--- config.mk ---
export PLATFORM = sky130hd
export DESIGN_NAME = button_bank
export DESIGN_NICKNAME = d
export VERILOG_FILES = /design/src/rtl/button_pkg.sv /design/src/rtl/button_channel.sv /design/src/rtl/button_bank.sv
export SDC_FILE = /design/constraint.sdc
export NUM_CORES = 1
export LEC_CHECK = 0
export ABC_CLOCK_PERIOD_IN_PS = 4800
export CORE_MARGIN = 3
export CORE_UTILIZATION = 25
export DETAILED_ROUTE_END_ITERATION = 8
export PLACE_DENSITY_LB_ADDON = 0.12
export SYNTH_ARGS = -nofsm -noshare
export SYNTH_HDL_FRONTEND = slang
export SYNTH_HIERARCHICAL = 1
export SYNTH_SLANG_ARGS = --single-unit
--- constraint.sdc ---
create_clock -name clock -period 4.8 [get_ports clock]
set_input_delay 0.96 -clock clock [delete_from_list [all_inputs] [get_ports clock]]
set_output_delay 0.96 -clock clock [all_outputs]
set_load 0.02 [all_outputs]
--- src/rtl/button_pkg.sv ---
// Shared types and elaboration-time helpers for the button front end.
package button_pkg;

  // Per-channel debounce FSM state.
  typedef enum logic [1:0] {
    IDLE         = 2'd0,
    PRESS_LOCK   = 2'd1,
    HELD         = 2'd2,
    RELEASE_LOCK = 2'd3
  } button_state_t;

  // Smallest n with 2**n >= value.
  function automatic int unsigned log2_ceil(input int unsigned value);
    log2_ceil = 0;
    for (int unsigned i = 0; i < 32; i++) begin
      if ((64'd1 << i) < 64'(value)) log2_ceil = i + 1;
    end
  endfunction

  // Counter width that covers every interval a channel has to time.
  function automatic int unsigned count_width(input int unsigned debounce,
                                               input int unsigned delay,
                                               input int unsigned period);
    int unsigned largest;
    largest = debounce;
    if (delay > largest) largest = delay;
    if (period > largest) largest = period;
    count_width = log2_ceil(largest) + 1;
  endfunction

endpackage

--- src/rtl/button_channel.sv ---
// One button: 2-flop synchroniser, press/release lockout FSM and auto-repeat
// timing, all sharing a single interval counter.
module button_channel
  import button_pkg::*;
#(
  parameter int unsigned DEBOUNCE_CYCLES      = 2000000,
  parameter int unsigned REPEAT_DELAY_CYCLES  = 50000000,
  parameter int unsigned REPEAT_PERIOD_CYCLES = 10000000,
  parameter int unsigned COUNT_WIDTH          = 27
) (
  input  logic clock,
  input  logic reset,
  input  logic button_input,
  input  logic repeat_enable,
  output logic pressed,
  output logic released,
  output logic held
);

  // Last count value of a lock, of the first repeat interval measured from
  // entry into HELD (PRESS_LOCK already used DEBOUNCE_CYCLES of the delay),
  // and of every later repeat interval.
  localparam logic [COUNT_WIDTH-1:0] LOCK_LAST =
    COUNT_WIDTH'(DEBOUNCE_CYCLES - 1);
  localparam logic [COUNT_WIDTH-1:0] FIRST_REPEAT_LAST =
    COUNT_WIDTH'(REPEAT_DELAY_CYCLES - DEBOUNCE_CYCLES - 1);
  localparam logic [COUNT_WIDTH-1:0] PERIOD_LAST =
    COUNT_WIDTH'(REPEAT_PERIOD_CYCLES - 1);

  logic                   sync_meta;
  logic                   sync_level;
  button_state_t          state, state_next;
  logic [COUNT_WIDTH-1:0] count, count_next;
  logic                   repeating, repeating_next;
  logic                   pressed_next, released_next, held_next;
  logic                   repeat_due;

  // Bring the raw pin level into the clock domain.
  always_ff @(posedge clock) begin
    if (reset) begin
      sync_meta  <= 1'b0;
      sync_level <= 1'b0;
    end else begin
      sync_meta  <= button_input;
      sync_level <= sync_meta;
    end
  end

  // State, counter and registered outputs.
  always_ff @(posedge clock) begin
    if (reset) begin
      state     <= IDLE;
      count     <= '0;
      repeating <= 1'b0;
      pressed   <= 1'b0;
      released  <= 1'b0;
      held      <= 1'b0;
    end else begin
      state     <= state_next;
      count     <= count_next;
      repeating <= repeating_next;
      pressed   <= pressed_next;
      released  <= released_next;
      held      <= held_next;
    end
  end

  assign repeat_due = repeating ? (count == PERIOD_LAST)
                                : (count == FIRST_REPEAT_LAST);

  // Next state and output pulses. The last cycle of each lock already
  // evaluates the input as the following state would, so the pulse for a
  // change hidden by the lock lands in the first cycle after the lock.
  always_comb begin
    state_next     = state;
    count_next     = count + COUNT_WIDTH'(1);
    repeating_next = repeating;
    pressed_next   = 1'b0;
    released_next  = 1'b0;
    held_next      = held;
    unique case (state)
      IDLE: begin
        count_next = '0;
        if (sync_level) begin
          pressed_next   = 1'b1;
          held_next      = 1'b1;
          repeating_next = 1'b0;
          state_next     = PRESS_LOCK;
        end
      end
      PRESS_LOCK: begin
        if (count == LOCK_LAST) begin
          count_next = '0;
          if (!sync_level) begin
            released_next = 1'b1;
            held_next     = 1'b0;
            state_next    = RELEASE_LOCK;
          end else begin
            state_next = HELD;
          end
        end
      end
      HELD: begin
        if (!sync_level) begin
          // Release wins over a repeat instant in the same cycle.
          released_next = 1'b1;
          held_next     = 1'b0;
          count_next    = '0;
          state_next    = RELEASE_LOCK;
        end else if (repeat_due) begin
          count_next     = '0;
          repeating_next = 1'b1;
          pressed_next   = repeat_enable;
        end
      end
      RELEASE_LOCK: begin
        if (count == LOCK_LAST) begin
          count_next = '0;
          if (sync_level) begin
            pressed_next   = 1'b1;
            held_next      = 1'b1;
            repeating_next = 1'b0;
            state_next     = PRESS_LOCK;
          end else begin
            state_next = IDLE;
          end
        end
      end
    endcase
  end

endmodule

--- src/rtl/button_bank.sv ---
// Bank of independent debounced button channels for the joypad inputs.
module button_bank
  import button_pkg::*;
#(
  parameter int unsigned NUM_BUTTONS          = 8,
  parameter int unsigned DEBOUNCE_CYCLES      = 2000000,
  parameter int unsigned REPEAT_DELAY_CYCLES  = 50000000,
  parameter int unsigned REPEAT_PERIOD_CYCLES = 10000000,
  parameter int unsigned COUNT_WIDTH          =
    count_width(DEBOUNCE_CYCLES, REPEAT_DELAY_CYCLES, REPEAT_PERIOD_CYCLES)
) (
  input  logic                   clock,
  input  logic                   reset,
  input  logic [NUM_BUTTONS-1:0] button_input,
  input  logic [NUM_BUTTONS-1:0] repeat_enable,
  output logic [NUM_BUTTONS-1:0] pressed,
  output logic [NUM_BUTTONS-1:0] released,
  output logic [NUM_BUTTONS-1:0] held
);

  for (genvar i = 0; i < NUM_BUTTONS; i++) begin : g_channel
    button_channel #(
      .DEBOUNCE_CYCLES      (DEBOUNCE_CYCLES),
      .REPEAT_DELAY_CYCLES  (REPEAT_DELAY_CYCLES),
      .REPEAT_PERIOD_CYCLES (REPEAT_PERIOD_CYCLES),
      .COUNT_WIDTH          (COUNT_WIDTH)
    ) u_channel (
      .clock         (clock),
      .reset         (reset),
      .button_input  (button_input[i]),
      .repeat_enable (repeat_enable[i]),
      .pressed       (pressed[i]),
      .released      (released[i]),
      .held          (held[i])
    );
  end

endmodule

==> results of run 1 <==
==> layer usage <==
metal | up-vias | wire length [um] | part of all wire, % | GRT usage (%)
met4 | 0 | 826 | 2.3 | 3.76
li1 | 5891 | - | - | -
met2 | 100 | 15800 | 45 | 18.8
met5 | - | 0 | 0 | 0
met1 | 5492 | 17500 | 50 | 15.5
met3 | 53 | 1060 | 3.0 | 2.11
==> logic make-up after synthesis <==
kind of cell               count (synthesis)  share of synthesized area (%)
DFF                                      280                           38.5
AOI/OAI and AO/OA                        134                           7.68
buffers and inverters                    109                           4.05
xor gates and xnor gates                 192                           11.5
adders and majority gates                 48                           4.12
and+or+nand+nor                          834                           33.0
muxes                                     16                           1.10
==> layout by cell type, fill, tap and decap left out, drive strengths merged, types with 15 or more instances in the layout <==
cell and instances:
nor4 27, clkdlybuf4s50 40, xnor2 138, nor2b 34, nand4 32, nor3 229
dfxtp 280, o21ai 15, mux2i 16, a21oi 33, nor2 113, nand4b 30
inv 58, clkbuf 55, nor3b 21, nand2 91, nand2b 18, nand3 65
or3 21, and4 24, xor2 54, or4 15, nor4b 23, and2 24
ha 48, and3 20
==> sequential cells by signal, indices dropped and copies added (netlist names) <==
register                        cells
g_channel.u_channel/held            8
g_channel.u_channel/state          16
g_channel.u_channel/sync_level      8
g_channel.u_channel/repeating       8
g_channel.u_channel/sync_meta       8
g_channel.u_channel/count         216
g_channel.u_channel/pressed         8
g_channel.u_channel/released        8
==> final cells by class <==
type                    count  area (um2)  area share [%]
clock buffers              55        1110            6.59
flip-flops and latches    280        5610            33.1
clock inverters            14         244            1.44
well taps                 756         946            5.59
inverters                  56         210            1.24
repair buffers             44         428            2.53
multi-input cells        1224        8380            49.5
==> power groups by stage <==
stage	Combinational, W	Sequential (W)	Clock (W)
finish	0.00107	0.00246	0.00304
global route	0.00120	0.00247	0.00328
CTS	0.00110	0.00246	0.00320
detailed placement	0.00109	0.00251	0
global placement	0.00110	0.00251	0
floorplan	0.000898	0.00252	0
==> metrics by stage <==
stage	setup slack, ps	hold WS, ps	std cells
2_1_floorplan	2740	411	1613
3_3_place_gp	2340	420	2360
3_5_place_dp	2290	425	2360
4_1_cts	2190	438	2429
5_1_grt	2130	458	2429
6_report	2280	433	2429
==> worst max path at each step <==
stage	start	to	slack [ps]
CTS	g_channel[1].u_channel/held	held[1]	2190
global placement	g_channel[7].u_channel/count[16]	g_channel[7].u_channel/count[23]	2340
finish	g_channel[1].u_channel/held	held[1]	2280
global route	g_channel[7].u_channel/count[0]	g_channel[7].u_channel/count[5]	2130
floorplan	g_channel[7].u_channel/count[16]	g_channel[7].u_channel/count[21]	2740
detailed placement	g_channel[7].u_channel/count[20]	g_channel[7].u_channel/count[14]	2290
==> flow_metrics.py, run 1 <==
metrics = {
    "run_status": {
        "status": "completed",
    },
    "die": {
        "fp.dieH_um": 247,
        "io_pins": 42,
        "rows": 87,
        "die_area_um2": 61200,
        "core_area_um2": 57000,
        "die_w_um": 247,
        "start_util_pct": 25.5,
    },
    "setup_path": {
        "cp_cell_sequence": "clkdlybuf4s50_1",
        "cp-start-kind": "flip-flop",
        "cp_num_buf_inv": 1,
        "regToRegSetupSlack_ps": 2310,
        "critPathTopFamily": "buffers and inverters",
        "cp.depth": 1,
        "r2r-end": "g_channel[7].u_channel/count[3]",
        "crit_fanout": 3,
        "required_ps": 3840,
        "max_stage_delay_ps": 660,
        "critPathKind": "reg2out",
        "critPathArrivalTime_ps": 1560,
        "cp_slowest_cell": "clkdlybuf4s50_1",
        "crit-reg2reg-launch": "g_channel[7].u_channel/count[20]",
        "end_kind": "output pin",
        "r2r_cells": 5,
    },
    "power": {
        "internal_power_w": 0.00470,
        "power.total_w": 0.00657,
        "p_seq_share_pct": 37.5,
        "power.share.switching_pct": 28.4,
        "switchingPower_w": 0.00187,
        "clockPowerShare_pct": 46.3,
        "leakagePower_nw": 5.07,
        "combPwrFrac_pct": 16.2,
        "max-vdd-ir-drop_mv": 0.286,
        "power_density_nw_per_um2": 388,
    },
    "logic_synthesis": {
        "syn_inst": 1613,
        "ys_ff_latch": 280,
        "syn-cell-area_um2": 14600,
        "ys_async_sr_fraction_pct": 0,
        "synth.top_cell.area_share_pct": 38.5,
        "avgSynthCellArea_um2": 9.03,
        "synth_edf_count": 0,
        "synth-seq-area-share_pct": 38.5,
        "netlist_top_cells_count": "280 x dfxtp_1, 229 x nor3_1, 138 x xnor2_1, 113 x nor2_1, 91 x nand2_1",
        "yosys.area.top_type": "dfxtp_1",
        "netlist-cell-type-count": 58,
        "ys.flop_type": "dfxtp_1",
        "yosys_warnings": 6,
        "yosysMostFrequentCell": "dfxtp_1",
        "syn_nets": 1679,
        "synthTopCellsByArea": "dfxtp_1 38%, xnor2_1 8.3%, nor3_1 7.9%",
    },
    "final_layout": {
        "layout.nets": 1710,
        "antennaDiodeCount": 0,
        "area_growth_pct": 16.1,
        "nFillCells": 6057,
        "design_area_um2": 16900,
        "utilization_pct": 29.7,
        "drive_gt1_share_pct": 7.35,
    },
    "sta": {
        "finalSetupViolCount": 0,
        "period_share_pct": 52.6,
        "skew_ps": 29.2,
        "hold_viol_final": 0,
        "rsz0062_at_grt": "no",
        "final.setup.tns_ps": 0,
        "worst_pin_slew_ps": 872,
        "drv_slew": 0,
        "max_clock_freq_mhz": 396,
        "min_period_ps": 2520,
        "relSlewSlack_pct": 41.4,
    },
    "clocking": {
        "clk_path_buf_depth": 3,
        "post_cts_buffers": 0,
        "clk_pin_slew_ps": 50,
        "cts_made_buffers": 38,
        "root_buffer": "clkbuf_16",
        "clk_latency_ps": 550,
        "cts_resized": 0,
        "clock-sinks": 280,
        "cts_tree": "built",
        "cts_hold_buffers": 0,
        "cts_htree_levels": 2,
    },
    "placement": {
        "placed_area_um2": 15600,
        "io_buffers": 41,
        "place_hpwl_um": 23700,
        "gp_congestion": 0.714,
    },
    "route": {
        "wl_um": 35200,
        "via_per_inst": 4.75,
        "drt-initial-drc-count": 573,
        "drc": 0,
        "vias": 11536,
        "post_drt_wl_per_cell_um": 14.5,
        "final_antenna_net_count": 0,
        "drtPass1Iterations": 5,
    },
    "job": {
        "maxCapViolCount": 0,
    },
    "min_path": {
        "holdPathStages": 1,
        "worstHoldEndpoint": "g_channel[1].u_channel/sync_level",
        "hp-class": "reg2reg",
        "min-delay-start": "g_channel[1].u_channel/sync_meta",
    },
    "global_route": {
        "globalRouteTotalUtil_pct": 11.6,
        "grt_pass1_vias": 11515,
        "grt_first_pass_wirelength_um": 59500,
        "grt_max_degree": 37,
        "gr-total-overflow": 0,
        "antenna_found_initial": 0,
    },
}
Power figures use the tool's default switching activity.
==> inputs of run 2 (changes only) <==
- ABC_CLOCK_PERIOD_IN_PS: 4800 -> 2300
- clock period: 4.8 -> 2.3 ns (I/O delays scaled with it)
==> run 2 against run 1 <==
Against the previous run: largest power group unchanged; register-to-register slack got worse by 2200 ps; die area unchanged; total power increased by 100%; sequential cell count unchanged; clock-buffer cell count unchanged; global-route usage increased by 0.32 points; wire length increased by 1.0%; sequential power increased by 110%; sequential share of layout area decreased by 0.88 points.
==> flow_metrics.py, run 2 (same netlist as run 1, synthesis figures left out) <==
metrics = {
    "run_status": {
        "status": "completed",
    },
    "clocking": {
        "clk_path_buf_depth": 3,
        "cts_hold_buffers": 0,
        "clk_pin_slew_ps": 50,
        "cts_made_buffers": 38,
        "cts_htree_levels": 2,
        "clock-sinks": 280,
        "clk_latency_ps": 540,
        "root_buffer": "clkbuf_16",
        "cts_tree": "built",
    },
    "global_route": {
        "gr-total-overflow": 0,
        "globalRouteTotalUtil_pct": 11.9,
        "grt_pass1_vias": 11809,
        "grt_first_pass_wirelength_um": 61200,
        "antenna_found_initial": 0,
        "grt_max_degree": 28,
    },
    "die": {
        "die_area_um2": 61200,
        "core_area_um2": 57000,
        "start_util_pct": 25.5,
        "die_w_um": 247,
        "io_pins": 42,
        "rows": 87,
        "fp.dieH_um": 247,
    },
    "power": {
        "clockPowerShare_pct": 44.0,
        "leakagePower_nw": 5.39,
        "power_density_nw_per_um2": 763,
        "power.share.switching_pct": 28.9,
        "switchingPower_w": 0.00383,
        "p_seq_share_pct": 38.7,
        "combPwrFrac_pct": 17.3,
        "internal_power_w": 0.00943,
        "power.total_w": 0.0133,
        "max-vdd-ir-drop_mv": 0.400,
    },
    "final_layout": {
        "final_cell_mix": "280 x dfxtp_1, 229 x nor3_1, 138 x xnor2_1, 113 x nor2_1, 91 x nand2_1",
        "largest-register": "g_channel.u_channel/count",
        "largestRegisters": "g_channel.u_channel/count (216), g_channel.u_channel/state (16)",
        "layout.nets": 1778,
        "design_area_um2": 17400,
        "drive_gt1_share_pct": 10.8,
        "regArea_um2": 5610,
        "area_growth_pct": 19.3,
        "largest_reg_flops": 216,
        "nFillCells": 6041,
        "multi_input_area_um2": 8410,
        "layout_commonest_cell": "dfxtp_1",
    },
    "setup_path": {
        "r2r_cells": 5,
        "critPathKind": "reg2reg",
        "crit-reg2reg-launch": "g_channel[4].u_channel/count[7]",
        "critPathArrivalTime_ps": 2590,
        "end_kind": "flip-flop",
        "cp-start-kind": "flip-flop",
        "r2r-end": "g_channel[4].u_channel/count[22]",
        "regToRegSetupSlack_ps": 110,
        "required_ps": 2700,
        "crit_fanout": 26,
    },
    "sta": {
        "final.setup.tns_ps": 0,
        "rsz0062_at_grt": "no",
        "finalSetupViolCount": 0,
        "hold_viol_final": 0,
        "max_clock_freq_mhz": 457,
        "period_share_pct": 95.2,
        "holdWs_ps": 386,
        "worst_pin_slew_ps": 608,
        "drv_slew": 0,
        "relSlewSlack_pct": 59.5,
        "min_period_ps": 2190,
        "skew_ps": 15.0,
    },
    "placement": {
        "gp_congestion": 0.761,
        "io_buffers": 41,
        "place_hpwl_um": 24300,
        "placed_area_um2": 16100,
    },
    "min_path": {
        "worstHoldEndpoint": "g_channel[5].u_channel/repeating",
        "hp-class": "in2reg",
        "min-delay-start": "reset",
        "holdPathStages": 2,
    },
    "job": {
        "maxCapViolCount": 0,
    },
    "route": {
        "via_per_inst": 4.70,
        "wl_um": 35600,
        "drtPass1Iterations": 5,
        "final_antenna_net_count": 0,
        "vias": 11727,
        "drt-initial-drc-count": 494,
        "post_drt_wl_per_cell_um": 14.3,
        "drc": 0,
    },
}
run 2: area by class of cell:
type,instances,area share [%]
Clock buffer,55,6.48
Tap cell,756,5.44
Timing Repair Buffer,112,5.69
Antenna cell,1,0.0144
Inverter,56,1.21
Clock inverter,9,0.569
Multi-Input combinational cell,1224,48.4
Sequential cell,280,32.2
run 2: power by group through the flow:
stage / sequential, W / clock (W) / combinational, W
2_1_floorplan: 0.00527 / 0 / 0.00187
3_3_place_gp: 0.00524 / 0 / 0.00234
3_5_place_dp: 0.00524 / 0 / 0.00233
4_1_cts: 0.00514 / 0.00612 / 0.00234
5_1_grt: 0.00516 / 0.00628 / 0.00257
6_report: 0.00514 / 0.00583 / 0.00229
run 2: worst max path at each step:
| stage | start | endpoint | slack [ps] | cells after the start |
|---|---|---|---|---|
| after floorplan | g_channel[7].u_channel/count[16] | g_channel[7].u_channel/count[24] | 240 | 6 |
| after detailed placement | g_channel[5].u_channel/count[12] | g_channel[5].u_channel/count[22] | 90 | 5 |
| after global routing | g_channel[5].u_channel/count[21] | g_channel[5].u_channel/count[3] | 9 | 5 |
| final | g_channel[4].u_channel/count[7] | g_channel[4].u_channel/count[22] | 110 | 5 |
| after CTS | g_channel[5].u_channel/count[12] | g_channel[5].u_channel/count[22] | 70 | 5 |
| after global placement | g_channel[5].u_channel/count[7] | g_channel[5].u_channel/count[21] | 110 | 5 |
run 2: routing by layer:
| layer | routed length [um] | GRT usage [%] |
|---|---|---|
| met4 | 910 | 4.07 |
| met2 | 15700 | 18.9 |
| met1 | 18000 | 16.3 |
| met3 | 1030 | 2.02 |
| met5 | 0 | 0 |
run 2: timing repair:
action / 4_1_cts / 5_1_grt
gates resized for setup: 0 / 5
setup buffers: 0 / 1
setup endpoints to repair: 0 / 68
run 2: critical path, stage by stage (launching register included):
cell,delay [ps]
dfxtp_1,340
or4_1,570
nor4_2,400
a21o_2,270
o21a_4,350
nor3_1,100
run 2: stage by stage:
stage                     instances  worst slack [ps]  utilization (%)
after CTS                      2491              73.1             30.4
after global placement         2427               115             28.3
after detailed placement       2427              85.1             28.3
after floorplan                1613               244                -
after global routing           2492              8.70             30.5
final                          2493               111             30.5
==> inputs of run 3 (changes only) <==
- CAP_MARGIN: default -> 30
==> results of run 3 <==
The final DEF is identical to that of run 2; final timing and power are the same.
